==> src/rtl/primitives_pkg.sv <==
`default_nettype none
// +--------------------------------------------------------------------+
// | primitives_pkg                                                     |
// | Shared stream-word layout, pop-counter states and read() builder.  |
// | Rev 1.0                                                            |
// +--------------------------------------------------------------------+
package primitives_pkg;

    localparam int c_N      = 8;
    localparam int c_W      = c_N + 1;
    localparam int c_R_BIT  = c_N;
    localparam int c_D_MSB  = c_N - 1;
    localparam int c_D_LSB  = 0;

    typedef enum logic [1:0] {
        EMPTY = 2'd0,
        ONE   = 2'd1,
        BOTH  = 2'd2
    } popCnt_e;

    function automatic logic [c_W-1:0] read(input logic [c_N-1:0] value);
        return {1'b1, value};
    endfunction

endpackage
`default_nettype wire

==> src/rtl/primitive_ap01_lli.sv <==
`default_nettype none
// +--------------------------------------------------------------------+
// | primitive_ap01_lli                                                 |
// | Pops the first valid element into d_out (held); later valid        |
// | elements pass to s_out one cycle later, bubbles become zero.       |
// | Rev 1.0                                                            |
// +--------------------------------------------------------------------+
module primitive_ap01_lli
    import primitives_pkg::*;
#(
    parameter int N = c_N
) (
    input  logic       clk,
    input  logic       rst,
    input  logic [N:0] s_in,
    output logic [N:0] s_out,
    output logic [N:0] d_out
);

    logic       r_have;
    logic [N:0] r_sOut;
    logic [N:0] r_dOut;

    always_ff @(posedge clk) begin
        if (rst) begin
            r_have <= 1'b0;
            r_sOut <= '0;
            r_dOut <= '0;
        end else if (s_in[N]) begin
            if (!r_have) begin
                r_have <= 1'b1;
                r_dOut <= s_in;
                r_sOut <= '0;
            end else begin
                r_sOut <= s_in;
            end
        end else begin
            r_sOut <= '0;
        end
    end

    assign s_out = r_sOut;
    assign d_out = r_dOut;

endmodule
`default_nettype wire

==> src/rtl/primitive_ap02_llii.sv <==
`default_nettype none
// +--------------------------------------------------------------------+
// | primitive_ap02_llii                                                |
// | Pops two valid elements (d_out1, d_out0), passes the rest on s_out.|
// | PRIMITIVE_AP02_CHAINED_EN: build from two primitive_ap01_lli.      |
// | Rev 1.0                                                            |
// +--------------------------------------------------------------------+
module primitive_ap02_llii
    import primitives_pkg::*;
#(
    parameter int N = c_N
) (
    input  logic       clk,
    input  logic       rst,
    input  logic [N:0] s_in,
    output logic [N:0] s_out,
    output logic [N:0] d_out1,
    output logic [N:0] d_out0
);

`ifdef PRIMITIVE_AP02_CHAINED_EN

    logic [N:0] w_sA;

    primitive_ap01_lli #(.N(N)) u_stageA (
        .clk   (clk),
        .rst   (rst),
        .s_in  (s_in),
        .s_out (w_sA),
        .d_out (d_out1)
    );

    primitive_ap01_lli #(.N(N)) u_stageB (
        .clk   (clk),
        .rst   (rst),
        .s_in  (w_sA),
        .s_out (s_out),
        .d_out (d_out0)
    );

`else

    popCnt_e    r_cnt;
    popCnt_e    w_cntNext;
    logic [N:0] r_sOut;
    logic [N:0] r_dOut1;
    logic [N:0] r_dOut0;
    logic [N:0] w_sOutNext;
    logic [N:0] w_dOut1Next;
    logic [N:0] w_dOut0Next;

    always_ff @(posedge clk) begin
        if (rst) begin
            r_cnt   <= EMPTY;
            r_sOut  <= '0;
            r_dOut1 <= '0;
            r_dOut0 <= '0;
        end else begin
            r_cnt   <= w_cntNext;
            r_sOut  <= w_sOutNext;
            r_dOut1 <= w_dOut1Next;
            r_dOut0 <= w_dOut0Next;
        end
    end

    // Bubbles leave the counter and captured words alone and emit zero.
    always_comb begin
        w_cntNext   = r_cnt;
        w_sOutNext  = '0;
        w_dOut1Next = r_dOut1;
        w_dOut0Next = r_dOut0;
        if (s_in[N]) begin
            case (r_cnt)
                EMPTY: begin
                    w_dOut1Next = s_in;
                    w_cntNext   = ONE;
                end
                ONE: begin
                    w_dOut0Next = s_in;
                    w_cntNext   = BOTH;
                end
                default: begin
                    w_sOutNext  = s_in;
                end
            endcase
        end
    end

    assign s_out  = r_sOut;
    assign d_out1 = r_dOut1;
    assign d_out0 = r_dOut0;

`endif

endmodule
`default_nettype wire

==> config.mk <==
export PLATFORM = sky130hd
export DESIGN_NAME = primitive_ap02_llii
export DESIGN_NICKNAME = d
export VERILOG_FILES = /design/src/rtl/primitives_pkg.sv /design/src/rtl/primitive_ap01_lli.sv /design/src/rtl/primitive_ap02_llii.sv
export SDC_FILE = /design/constraint.sdc
export NUM_CORES = 1
export LEC_CHECK = 0
export ABC_CLOCK_PERIOD_IN_PS = 1600
export CORE_MARGIN = 8
export CORE_UTILIZATION = 41
export DETAILED_ROUTE_END_ITERATION = 8
export HOLD_SLACK_MARGIN = 0.1
export PLACE_DENSITY_LB_ADDON = 0.25
export SYNTH_ARGS = -nofsm -noshare
export SYNTH_HDL_FRONTEND = slang
export SYNTH_SLANG_ARGS = --single-unit
==> constraint.sdc <==
create_clock -name clk -period 1.6 [get_ports clk]
set_input_delay 0.24 -clock clk [delete_from_list [all_inputs] [get_ports clk]]
set_output_delay 0.24 -clock clk [all_outputs]
set_load 0.03 [all_outputs]
==> results.txt <==
- Critical Path AT: 1.31 ns
- Post-CTS Hold Buffers: 0
- Entering global routing, the biggest net connects 21 pins.
* Launch point of the worst hold path: d_out0[0]
* Global routing usage on met1: 0.1220
- Of the total power, the clock network draws 0.335.
- Routability-driven placement finished with a final weighted congestion of 0.7061.
- Count of clock tree sinks: 29
- Setup violations remaining at the end of the flow were counted as 0.
- The via count of the first global-routing pass is roughly 870.
- Clock transition at the registers of the reported paths: 0.09 ns
* Adder-cell area share of the yosys netlist: 0
* Cell Chain, Critical Path: clkdlybuf4s50_1
* Static leakage: around 0.80 nW
* Result of the run: finished clean
* Number of diodes: 0
- The worst setup path is of the flip-flop to output port kind.
* Die Outline Area: roughly 4100 µm²
* Portion of total power attributed to combinational logic: 0.147
* Synthesized instance count: 103
- Post-Place Worst Slack: 0.06166 ns
* Fin Clk Skew: 0.005044 ns
* Library cell contributing the largest single delay on the critical path: clkdlybuf4s50_1
* Cell depth of the worst hold path: 2
* Depth of the worst register-to-register path: 3
- The core region is approximately 2200 µm².
- Wire length per cell after detailed routing: 13.38 µm
- The worst setup path is launched from a flip-flop.
- Worst setup EP type: output port
- Total CTS buffers: 5
- The count of endpoints failing hold in the final timing report came to 0.
- Root cell of the clock tree: clkbuf_4
* Xor-xnor portion of the synthesized cell area: 0
- Final min period: 1.546 ns
- First DRT Iteration DRCs: 17
- Fraction of the cycle the final worst path needs: 0.9664
- Width of the chip: 64.35 µm
- Worst hold path type: flip-flop to flip-flop
- Before antenna repair, the detailed router went through 4 iterations.
- At the pin with the least slew margin, the transition time is 0.3993 ns.
* Clock tree from TritonCTS: done
- Once layout is complete, the utilization of the core stands at 0.6589.
- Derived from the worst setup path, the maximum achievable clock frequency is around 650 MHz.
- Row generation in the floorplan step produced 17 rows.
- The startpoint identified for the worst register-to-register timing path is r_cnt[0].
- Final Max Tran Viols: 0
* Sum of negative setup slack: 0 ns
- Of the total synthesized cell area, the portion taken by AND, OR, NAND and NOR gates is 0.2624.
- Count of vias placed by the detailed router: about 840
- Placed wire-length estimate: around 1.8 mm
- In the final design database the tool counted ~160 nets.
* Post-Syn Area per Cell: 9.305 µm²
- Multiplexer share of the synthesized area: 0
- Setup slack on the worst reg-to-reg path comes out at 0.37 ns.
- Quantity of I/O buffers inserted on ports: 37
- Total global routing overflow: 0
- The H-tree generated during clock tree synthesis spans 2 levels.
- Switch share: 0.2641
* Fill count: 190
- In this design, the largest share of critical-path delay is due to buffers and inverters.
- When the netlist entered floorplanning its net count stood at 114.
- Number of post-CTS setup repair buffers: 0
* Critical path's largest stage delay: 0.66 ns
- For this design the total switching power over the nets is 0.3938 mW.
- Summing all multi-input logic gate instances after layout gives 350.3 µm².
- For this run, design rule violations remaining after detail routing come to 0.
- Synthesized-area fraction occupied by ao, oa, aoi and oai cells: 0.1031
- Layout Area Growth over Synthesis: 52.09%
* Storage element area: 580.6 µm²
- Of the total power, registers draw 0.518.
* Slew headroom: 0.7335
- Portion of the post-synthesis area used by sequential elements: 0.6057
- The initial antenna violation count is 0.
- The tool flagged a number of max-cap violations equal to 0.
- Worst skew pair latency: 0.33 ns
* Maximum ir drop on the vdd rail: 0.0006596 V
* Data required time at the worst endpoint: 1.36 ns
* First-pass GRT wire length: 3.939 mm
- Initial Util: 0.4333
- Worst-case setup margin in the final layout: ~0.054 ns
- The cell area that synthesis handed to floorplanning was about 960 µm².
* Layout cells sized above 1: 0.1014
- Count of warnings emitted by yosys: 0
- The count of nets left with antenna violations once routing finished came out at 0.
* Global routing's busiest layer: met2
- GRT Total Usage: 0.1231
- In this run the vertical extent of the chip is between 60 and 70 µm.
- Met2 track demand over resource in global routing: 0.1988
- Counting along the longest clock path gives a buffer depth of 2.
- Global routing usage on met3: 0.08362
* Count of buffer and inverter cells on the critical path: 1
- Number of primary I/O pins: 38
- RSZ-0062 raised after global routing: false
- Dividing the detail-routed via count by the number of cells gives 4.744.
* Dominant combinational cell family by area after synthesis: simple AND/OR/NAND/NOR gates
- Internal power component: ~1.1 mW
- The path with the worst hold slack has its endpoint at d_out0[0].
- For this design the ratio of total power to cell area is about 1000 nW/µm².
- In this run the critical register-to-register path is captured at d_out1[4].
* Number of synthesized register bits: 29
- Along the worst path, the maximum fanout reaches 1.
* Wire length after detailed routing: ~2.4 mm
- Count of different cell masters after synthesis: 15
==> worst register-to-register path, delay by kind of cell (launching register included) <==
family / cells / cell delay (ns)
flops: 1 / 0.38
simple gates: 2 / 0.67
compound gates: 1 / 0.08
==> sequential cells by signal, summed over array words and instances (netlist names) <==
signal  cells
s_out       9
d_out0      9
r_cnt       2
d_out1      9
==> placed cells by master (no fill, tap or decap) <==
master / Yosys / final
nand2_1: 32 / 32
dfxtp_1: 29 / 29
a21oi_1: 17 / 17
clkdlybuf4s50_1: 0 / 15
dlymetal6s2s_1: 0 / 12
dlygate4sd2_1: 0 / 10
and2_1: 8 / 8
nor2_1: 5 / 5
clkbuf_4: 0 / 5
buf_4: 0 / 4
nor3b_4: 2 / 2
clkbuf_8: 0 / 2
or3b_1: 1 / 1
and3b_1: 1 / 1
nand3b_1: 1 / 1
inv_1: 1 / 1
o21ai_0: 1 / 1
a21oi_2: 1 / 1
clkinv_2: 0 / 1
==> per-layer routing <==
metal | vias up | wire [µm]
met5 | - | 0
met4 | 0 | 44
met2 | 30 | 1100
met1 | 377 | 945
li1 | 421 | -
met3 | 7 | 263
==> synthesized netlist by cell type, drive strengths merged <==
library cell | instances | area [µm²]
or3b | 1 | 8.760
nand3b | 1 | 7.510
and2 | 8 | 50.05
clkbuf | 2 | 7.510
dfxtp | 29 | 580.6
buf | 2 | 16.26
nand2 | 32 | 120.1
inv | 1 | 3.750
a21oi | 18 | 93.84
o21ai | 1 | 5.000
and3b | 1 | 8.760
nor2 | 5 | 18.77
nor3b | 2 | 37.54
==> layout make-up <==
class | count | area share
inverter | 1 | 0.002575
clock buffer | 7 | 0.04464
timing repair buffer | 41 | 0.2867
multi-input combinational | 69 | 0.2403
sequential | 29 | 0.3983
clock inverter | 1 | 0.003433
tap | 28 | 0.02403
==> power by group through the flow <==
stage	Clock (mW)	Combinational [mW]	Sequential [mW]
after CTS	0.512	0.223	0.775
final	0.499	0.219	0.773
after global routing	0.557	0.237	0.778
after detailed placement	0	0.233	0.792
after global placement	0	0.228	0.790
after floorplan	0	0.0706	0.845
==> per-stage QoR <==
step	hold slack (ns)	power, mW	cell area (µm²)	instances
6_report	0.4600	1.491	1458	176
5_1_grt	0.4807	1.572	1458	176
4_1_cts	0.4623	1.510	1428	176
3_5_place_dp	0.4523	1.025	1370	168
3_3_place_gp	0.4454	1.018	1370	168
2_1_floorplan	0.3294	0.9157	958.4	103
==> cell families (layout without fill, tap and decap cells) <==
logic type             Yosys count  after routing
AO/OA/AOI/OAI                   19             19
buffers and inverters            5             50
flip-flops                      29             29
AND/OR/NAND/NOR                 50             50
==> how the worst max path moves through the flow <==
stage / start / endpoint / depth (start not counted)
3_5_place_dp: s_in[8] / d_out1[4] / 4
6_report: s_out[2] / s_out[2] / 1
2_1_floorplan: r_cnt[0] / d_out1[4] / 4
5_1_grt: s_out[2] / s_out[2] / 1
3_3_place_gp: s_in[8] / d_out1[2] / 4
4_1_cts: d_out0[7] / d_out0[7] / 1
==> repair_timing <==
| item | CTS | global route |
|---|---|---|
| endpoints found under the hold margin | 0 | 0 |
| gates resized for setup | 10 | 12 |
| endpoints found under the setup margin | 10 | 12 |
(Power assumes the default switching activity.)
